--- config.mk ---
export PLATFORM = sky130hd
export DESIGN_NAME = vga_box_overlay_driver
export DESIGN_NICKNAME = d
export VERILOG_FILES = /design/src/rtl/vga_box_overlay_driver.sv
export SDC_FILE = /design/constraint.sdc
export NUM_CORES = 1
export LEC_CHECK = 0
export BUFFER_PORTS_ARGS = -buffer_cell sky130_fd_sc_hd__buf_2
export CORE_ASPECT_RATIO = 0.5
export CORE_MARGIN = 1.5
export CORE_UTILIZATION = 45
export DETAILED_ROUTE_END_ITERATION = 16
export MAX_ROUTING_LAYER = met4
export PLACE_DENSITY = 0.68
export SYNTH_ARGS = -nofsm -noshare
export SYNTH_HDL_FRONTEND = slang
export SYNTH_SLANG_ARGS = --single-unit
--- constraint.sdc ---
create_clock -name I_clk -period 2.7 [get_ports I_clk]
set_input_delay 0.54 -clock I_clk [delete_from_list [all_inputs] [get_ports I_clk]]
set_output_delay 0.54 -clock I_clk [all_outputs]
set_load 0.02 [all_outputs]
--- src/rtl/vga_box_overlay_driver.sv ---
// VGA timing generator with up to N_BOX solid square sprites over a background colour.
// Box state is shadowed at the last pixel of each frame; every output is registered with one cycle of latency.
module vga_box_overlay_driver #(
    parameter int H_ACTIVE = 640,
    parameter int H_FP     = 16,
    parameter int H_SYNC   = 96,
    parameter int H_BP     = 48,
    parameter int V_ACTIVE = 480,
    parameter int V_FP     = 10,
    parameter int V_SYNC   = 2,
    parameter int V_BP     = 33,
    parameter int HS_POL   = 0,
    parameter int VS_POL   = 0,
    parameter int N_BOX    = 4,
    parameter int BOX_SIZE = 16,
    parameter int COLOR_W  = 4,
    parameter logic [3*COLOR_W-1:0] BG_COLOR = '0
) (
    input  logic                           I_clk,
    input  logic                           I_rst_n,
    input  logic [10*N_BOX-1:0]            I_box_x,
    input  logic [10*N_BOX-1:0]            I_box_y,
    input  logic [N_BOX-1:0]               I_box_en,
    input  logic [3*COLOR_W*N_BOX-1:0]     I_box_color,
    output logic [COLOR_W-1:0]             O_red,
    output logic [COLOR_W-1:0]             O_green,
    output logic [COLOR_W-1:0]             O_blue,
    output logic                           O_hs,
    output logic                           O_vs,
    output logic                           O_de,
    output logic [9:0]                     O_x,
    output logic [9:0]                     O_y,
    output logic                           O_frame_start
);

    localparam int CW      = 3 * COLOR_W;
    localparam int H_TOTAL = H_ACTIVE + H_FP + H_SYNC + H_BP;
    localparam int V_TOTAL = V_ACTIVE + V_FP + V_SYNC + V_BP;

    localparam logic [10:0] H_ACT_L  = 11'(H_ACTIVE);
    localparam logic [10:0] V_ACT_L  = 11'(V_ACTIVE);
    localparam logic [10:0] H_LAST_L = 11'(H_TOTAL - 1);
    localparam logic [10:0] V_LAST_L = 11'(V_TOTAL - 1);
    localparam logic [10:0] HS_BEG_L = 11'(H_ACTIVE + H_FP);
    localparam logic [10:0] HS_END_L = 11'(H_ACTIVE + H_FP + H_SYNC);
    localparam logic [10:0] VS_BEG_L = 11'(V_ACTIVE + V_FP);
    localparam logic [10:0] VS_END_L = 11'(V_ACTIVE + V_FP + V_SYNC);
    localparam logic [10:0] BOX_L    = 11'(BOX_SIZE);
    localparam logic        HS_ACT   = 1'(HS_POL);
    localparam logic        VS_ACT   = 1'(VS_POL);

    // Evaluated 11 bits wide so a box near coordinate 1023 runs off the edge instead of wrapping.
    function automatic logic box_hit(input logic en, input logic [9:0] bx, input logic [9:0] by,
                                     input logic [10:0] x, input logic [10:0] y);
        logic [10:0] x0;
        logic [10:0] y0;
        x0 = {1'b0, bx};
        y0 = {1'b0, by};
        return en && (x >= x0) && (x < x0 + BOX_L) && (y >= y0) && (y < y0 + BOX_L);
    endfunction

    logic [10:0] h_cnt_q, h_cnt_d, v_cnt_q, v_cnt_d;
    logic        line_end, frame_end;

    logic [10*N_BOX-1:0] sh_x_q, sh_y_q;
    logic [N_BOX-1:0]    sh_en_q;
    logic [CW*N_BOX-1:0] sh_color_q;

    logic               active, hs_on, vs_on;
    logic [CW-1:0]      pix;
    logic [COLOR_W-1:0] red_q, red_d, green_q, green_d, blue_q, blue_d;
    logic               hs_q, hs_d, vs_q, vs_d, de_q, de_d, fs_q, fs_d;
    logic [9:0]         x_q, x_d, y_q, y_d;

    always_comb begin
        line_end  = (h_cnt_q == H_LAST_L);
        frame_end = line_end && (v_cnt_q == V_LAST_L);
        h_cnt_d   = line_end ? 11'd0 : h_cnt_q + 11'd1;
        v_cnt_d   = v_cnt_q;
        if (line_end) begin
            v_cnt_d = (v_cnt_q == V_LAST_L) ? 11'd0 : v_cnt_q + 11'd1;
        end
    end

    always_comb begin
        active = (h_cnt_q < H_ACT_L) && (v_cnt_q < V_ACT_L);
        hs_on  = (h_cnt_q >= HS_BEG_L) && (h_cnt_q < HS_END_L);
        vs_on  = (v_cnt_q >= VS_BEG_L) && (v_cnt_q < VS_END_L);
        pix    = BG_COLOR;
        // Scan from the highest index down so the lowest hitting box is the last assignment.
        for (int i = N_BOX - 1; i >= 0; i--) begin
            if (box_hit(sh_en_q[i], sh_x_q[10*i +: 10], sh_y_q[10*i +: 10], h_cnt_q, v_cnt_q)) begin
                pix = sh_color_q[CW*i +: CW];
            end
        end
    end

    always_comb begin
        red_d   = '0;
        green_d = '0;
        blue_d  = '0;
        x_d     = x_q;
        y_d     = y_q;
        if (active) begin
            red_d   = pix[CW-1 -: COLOR_W];
            green_d = pix[2*COLOR_W-1 -: COLOR_W];
            blue_d  = pix[COLOR_W-1:0];
            x_d     = h_cnt_q[9:0];
            y_d     = v_cnt_q[9:0];
        end
        de_d = active;
        hs_d = hs_on ? HS_ACT : ~HS_ACT;
        vs_d = vs_on ? VS_ACT : ~VS_ACT;
        fs_d = (h_cnt_q == 11'd0) && (v_cnt_q == 11'd0);
    end

    always_ff @(posedge I_clk) begin
        if (!I_rst_n) begin
            h_cnt_q    <= '0;
            v_cnt_q    <= '0;
            sh_x_q     <= '0;
            sh_y_q     <= '0;
            sh_en_q    <= '0;
            sh_color_q <= '0;
            red_q      <= '0;
            green_q    <= '0;
            blue_q     <= '0;
            hs_q       <= ~HS_ACT;
            vs_q       <= ~VS_ACT;
            de_q       <= 1'b0;
            x_q        <= '0;
            y_q        <= '0;
            fs_q       <= 1'b0;
        end else begin
            h_cnt_q <= h_cnt_d;
            v_cnt_q <= v_cnt_d;
            if (frame_end) begin
                sh_x_q     <= I_box_x;
                sh_y_q     <= I_box_y;
                sh_en_q    <= I_box_en;
                sh_color_q <= I_box_color;
            end
            red_q   <= red_d;
            green_q <= green_d;
            blue_q  <= blue_d;
            hs_q    <= hs_d;
            vs_q    <= vs_d;
            de_q    <= de_d;
            x_q     <= x_d;
            y_q     <= y_d;
            fs_q    <= fs_d;
        end
    end

    assign O_red         = red_q;
    assign O_green       = green_q;
    assign O_blue        = blue_q;
    assign O_hs          = hs_q;
    assign O_vs          = vs_q;
    assign O_de          = de_q;
    assign O_x           = x_q;
    assign O_y           = y_q;
    assign O_frame_start = fs_q;

endmodule

Word level (Yosys, flattened, before mapping)
Cells that the tools add are included.

Flip-flop bits (word level): 190. Bits of input ports: 134. Output and inout bits: 36. Logic and storage cells: 82.

Add/subtract/negate cells: 10. Magnitude comparators: 22. Eq/ne operators: 2. Muxes and demuxes: 7. Bitwise operators: 1. Reductions and logical operators: 25.

Operator list (count): $add 10x5->11 const B (8); $ge 11x10->1 (8); $lt 11x11->1 (8); $mux 12 (4); $add 11x1->11 const B (2); $eq 11x10->1 const B (2); $logic_not 11->1 (2); $lt 11x10->1 const B (2); $lt 11x9->1 const B (2); $logic_and 1x1->1 (21); $ge 11x10->1 const B (1); $ge 11x9->1 const B (1); $mux 11 (1); $mux 1 (2); $reduce_and 2->1 (1); $reduce_or 2->1 (1); $not 1->1 (1).

Logic depth before layout (Yosys ltp)
Depth in word-level cells: 9. Gate-level depth with buffers: 15. Gate-level depth less buffers: 13.

Worst setup path before layout
No wires, ideal clock.

Kind: register to register. From: register sh_y_q[34]. To: register blue_q[0] (netlist: O_blue[0]). Library setup time: 0.060 ns. Data arrival time: 2.899 ns. Required time: 2.640 ns. Setup slack: -0.258 ns. Cell stages (with the launch flop): 14. Buffers on the path: 1. Period minus slack after synthesis: 2.958 ns. Path through: dfxtp_1 -> ha_1 -> and3_1 -> xnor2_1 -> ha_1 -> a211oi_1 -> o22ai_1 -> or4b_1 -> a21oi_1 -> nand4b_1 -> clkbuf_1 -> or3b_1 -> a21oi_1 -> a221o_1.

Cells in the longest elaborated chain, start to end: 7. Elaborated cells on any way between the ends: 9. Those cells by class: 1 x add/sub; 2 x order compare; 4 x mux; 2 x reduce/logical.

RTL lines: start: declaration (RTL line 65) `logic [10*N_BOX-1:0] sh_x_q, sh_y_q;`; start signal: assignment (RTL line 139) `sh_y_q <= I_box_y;`; $add 10x5->11 or $ge 11x10->1 (tied branches) (RTL line 59) `return en && (x >= x0) && (x < x0 + BOX_L) && (y >= y0) && (y < y0 + BOX_L);`; $lt 11x11->1 or $logic_and 1x1->1 (tied branches) (RTL line 59); $logic_and 1x1->1 (*) (RTL line 59); $mux 12 (*) (4 in series) (RTL line 92) `if (box_hit(sh_en_q[i], sh_x_q[10*i +: 10], sh_y_q[10*i +: 10], h_cnt_q, v_cnt_q)) begin`; end signal: assignment (RTL line 145) `blue_q <= blue_d;`; end: declaration (RTL line 71) `logic [COLOR_W-1:0] red_q, red_d, green_q, green_d, blue_q, blue_d;`.

Every way passes the cells marked *; elsewhere a longest branch is shown, timed or not. A chain may end at the register's enable or synchronous reset.

Final worst setup path
From: register sh_y_q[34]. To: register green_q[3] (netlist: O_green[3]).

Cells in the longest elaborated chain, start to end: 7. Elaborated cells on any way between the ends: 9. Those cells by class: 1 x add/sub; 2 x order compare; 4 x mux; 2 x reduce/logical.

RTL lines: $add 10x5->11 or $ge 11x10->1 (tied branches) (RTL line 59); $lt 11x11->1 or $logic_and 1x1->1 (tied branches) (RTL line 59); $logic_and 1x1->1 (*) (RTL line 59); $mux 12 (*) (4 in series) (RTL line 92); end signal: assignment (RTL line 144) `green_q <= green_d;`; end: declaration (RTL line 71).

Marks and branches as above.

==> impl_results.md <==
- Top cell by count, worst path: a21oi_1
- Tot GR Track Use: 24.84%
- Reg2Reg Setup Slack: -0.33 ns
- Max Buffers Root-to-Sink: 2
- Synth Area in Compound Gates: 19.40%
- DR iter-0 viols: 535
- Yosys reg bits: 190
- Slew headroom: between 50% and 60%
- Die width: 228.6 um
- Total wire length: 30970 um
- Xor/xnor cell area share of the yosys netlist: 3.672%
- Mean Syn Cell Area: between 8 and 9 um2
- Largest family of logic cells by synthesized area: simple AND/OR/NAND/NOR gates
- Cell count after synthesis: approximately 1400
- CTS root buf: clkbuf_16
- Clock latency on the worst-skew pair: 0.46 ns
- Final period util: 112.1%
- Synth warn: 0
- Max-Cap Viols: 0
- Register area share after synthesis: 33.22%
- Final core utilization: 56.73%
- Violated checks: negative setup slack
- Tightest Pin Transition: slightly above 0.7 ns
- Ys flop type: dfxtp_1
- TritonRoute pass-1 iters: 5
- CTS tree: yes
- Area delta synth->final: 24.29%
- Port bufs: 169
- Async set-or-reset flop fraction in the synthesized netlist: 0%
- Nets: 1921
- Max Slew Vio Count: 0
- Kind of critical path: flip-flop to flip-flop
- Clock transition at path regs: about 0.080 ns
- TritonCTS buffer count: 17
- Pwr Density: between 400 and 500 nW/um2
- Crit end category: flip-flop
- HPWL Detailed: 24410 um
- Global-route wire length before repair: 50520 um
- Vias in the first global route: around 10000
- RSZ-0062 raised after global routing: true
- N_diodes: 0
- Largest net degree at the start of global routing: 63
- Non-Filler Instances: 1996
- Slowest cell on the critical path: a2111oi_0
- Setup ws final: -0.3268 ns
- Place WS: -0.3251 ns
- DIE AREA: 26470 um2
- DR vias: 10520
- Synth unique cells: 69
- DP Cell Count: 1961
- Clk sinks: 190
- Core ar.: 25090 um2
- IR drop worst, VDD: roughly 0.47 mV
- Placer Congestion: about 0.94
- Routed Antenna Nets: 0
- WP data required: 3.11 ns
- Cells along the critical path: ha_4, buf_4, xnor2_1, ha_1, a2111oi_0, o21ai_1, a21oi_1, nand4b_1, buf_6, or3b_2, a21oi_1, a221o_1
- Synth Area in Adders: 16.17%
- Overall power: 5.711 mW
- Post-DP Area: between 10000 and 15000 um2
- DRC: 0
- Io pins: 170
- Rows: 41
- Critical Path Source Type: flip-flop
- Cell area after layout: 14230 um2
- Achievable Freq: 330.4 MHz
- Hold violation count in the final report: 0
- Crit-path max FO: 9
- Starting density of the core: 45.64%
- Status: finished, violations left
- Multiplexer share of the synthesized area: 0.08742%
- Per-cell routed wire length: 15.52 um
- Crit path time final: 3.027 ns
- Overflow after GRT: 0
- Worst EP arrival: 3.44 ns
- Hold WC Path Type: primary input to flip-flop
- Via density per instance: between 5 and 6
- Ratio of cells with drive above 1 in the final layout: 25.18%
- Slowest Stage Delay on Critical Path: 0.50 ns
- CTS Hold Bufs: 0
- Worst Skew: 0.01180 ns
- Die H: 115.8 um
- Synthesized area: 11450 um2
- Mapped Nets: 1661
- Initial antenna violation count: 0
- Setup-failing EPs final: 12
- CP top delay family: compound AO/OA/AOI/OAI gates
- Post-synth EDFFs: 0
- Buf/Inv on CP: 2
- # H-tree levels: 4
- P_leak: between 5 and 6 nW
- Simple-gate share of the synthesized area: 21.28%
## where the power goes
group	switching (mW)	internal [mW]
Combinational	0.130	0.152
Clock	1.20	1.41
Sequential	0.00924	2.81
## state kept, by name (all words and copies together), names as in the netlist
signal         count
v_cnt_q           11
O_y               10
sh_color_q        48
O_frame_start      1
O_x               10
O_vs               1
O_red              4
sh_en_q            4
O_blue             4
O_green            4
O_hs               1
sh_x_q            40
sh_y_q            40
h_cnt_q           11
O_de               1
## synthesized netlist by cell type, drive strengths merged, types with 5 or more instances
master	number	area, um2
a211oi	13	97.59
a21boi	148	1186
a21o	10	75.07
a21oi	46	234.0
a221o	8	80.08
and2	6	37.54
and4	7	61.31
buf	26	205.2
clkbuf	38	145.1
dfxtp	190	3804
ha	148	1852
inv	95	356.6
nand2	330	1289
nand2b	10	62.56
nand3	49	245.2
nand4	10	62.56
nor2	39	146.4
nor2b	10	62.56
nor3	23	125.1
nor3b	5	37.54
nor4	7	58.81
o211ai	11	82.58
o21ai	38	190.2
or3	5	36.28
or3b	8	70.07
xnor2	38	332.8
xor2	10	87.58
## per-layer routing
| layer | vias to the layer above | share of wire, % | GRT usage [%] | routed length [um] |
|---|---|---|---|---|
| li1 | 5253 | - | - | - |
| met1 | 4976 | 47 | 31.05 | 14540 |
| met2 | 236 | 46 | 40.22 | 14110 |
| met3 | 58 | 5.0 | 4.823 | 1547 |
| met4 | 0 | 2.5 | 9.183 | 773 |
| met5 | - | 0 | - | 0 |
## area by class of cell
type                       instances  area, um2
inverter                          95      356.6
timing repair buffer             305       1989
tap                              344      430.4
clock inverter                    13      153.9
fill                            2291      10850
sequential                       190       3811
clock buffer                      19      442.9
multi-input combinational       1030       7047
## layout by cell type (no fill, tap or decap), types with 37 or more instances in the layout
cell,n
ha_1,146
buf_4,126
xnor2_1,37
nand3_1,49
buf_2,168
a21boi_1,60
a21oi_1,43
inv_1,95
a21boi_0,68
nand2_1,309
dfxtp_1,184
nor2_1,39
## cells by family (layout without fill, tap and decap cells)
| family | Yosys count | count (layout) |
|---|---|---|
| xor gates and xnor gates | 48 | 48 |
| AOI/OAI and AO/OA | 306 | 306 |
| buffers and inverters | 159 | 432 |
| muxes | 1 | 1 |
| DFF | 190 | 190 |
| adders and majority gates | 148 | 148 |
| and+or+nand+nor | 527 | 527 |
## worst paths after layout
check / from / end / depth (start not counted)
setup / recovery: sh_y_q[34]$_SDFFE_PN0P_ / O_green[3]$_SDFF_PN0_ / 12
hold / removal: I_box_en[0] / sh_en_q[0]$_SDFFE_PN0P_ / 3
setup reg to reg: sh_y_q[34]$_SDFFE_PN0P_ / O_green[3]$_SDFF_PN0_ / 12
hold reg to reg: sh_y_q[28]$_SDFFE_PN0P_ / sh_y_q[28]$_SDFFE_PN0P_ / 2
## timing repair
| item | CTS | global route |
|---|---|---|
| pin swaps | 1 | 3 |
| gates resized for setup | 8 | 12 |
| endpoints found under the setup margin | 12 | 36 |
| buffers inserted | 2 | 1 |
## worst register-to-register path, stage by stage, from the launching register on
cell and delay, ns:
dfxtp_2 0.35, ha_4 0.16, buf_4 0.12, xnor2_1 0.18
ha_1 0.27, a2111oi_0 0.50, o21ai_1 0.24, a21oi_1 0.19
nand4b_1 0.12, buf_6 0.16, or3b_2 0.44, a21oi_1 0.13
a221o_1 0.11
## per-stage QoR
stage          hold WS [ns]  setup TNS (ns)
6_report             0.3156          -3.301
5_1_grt              0.2983          -4.844
4_1_cts              0.2965          -2.945
3_5_place_dp         0.4459          -3.010
3_3_place_gp         0.4342          -2.211
2_1_floorplan        0.4254          -1.432
No activity file was read; power rests on OpenSTA's default activity.
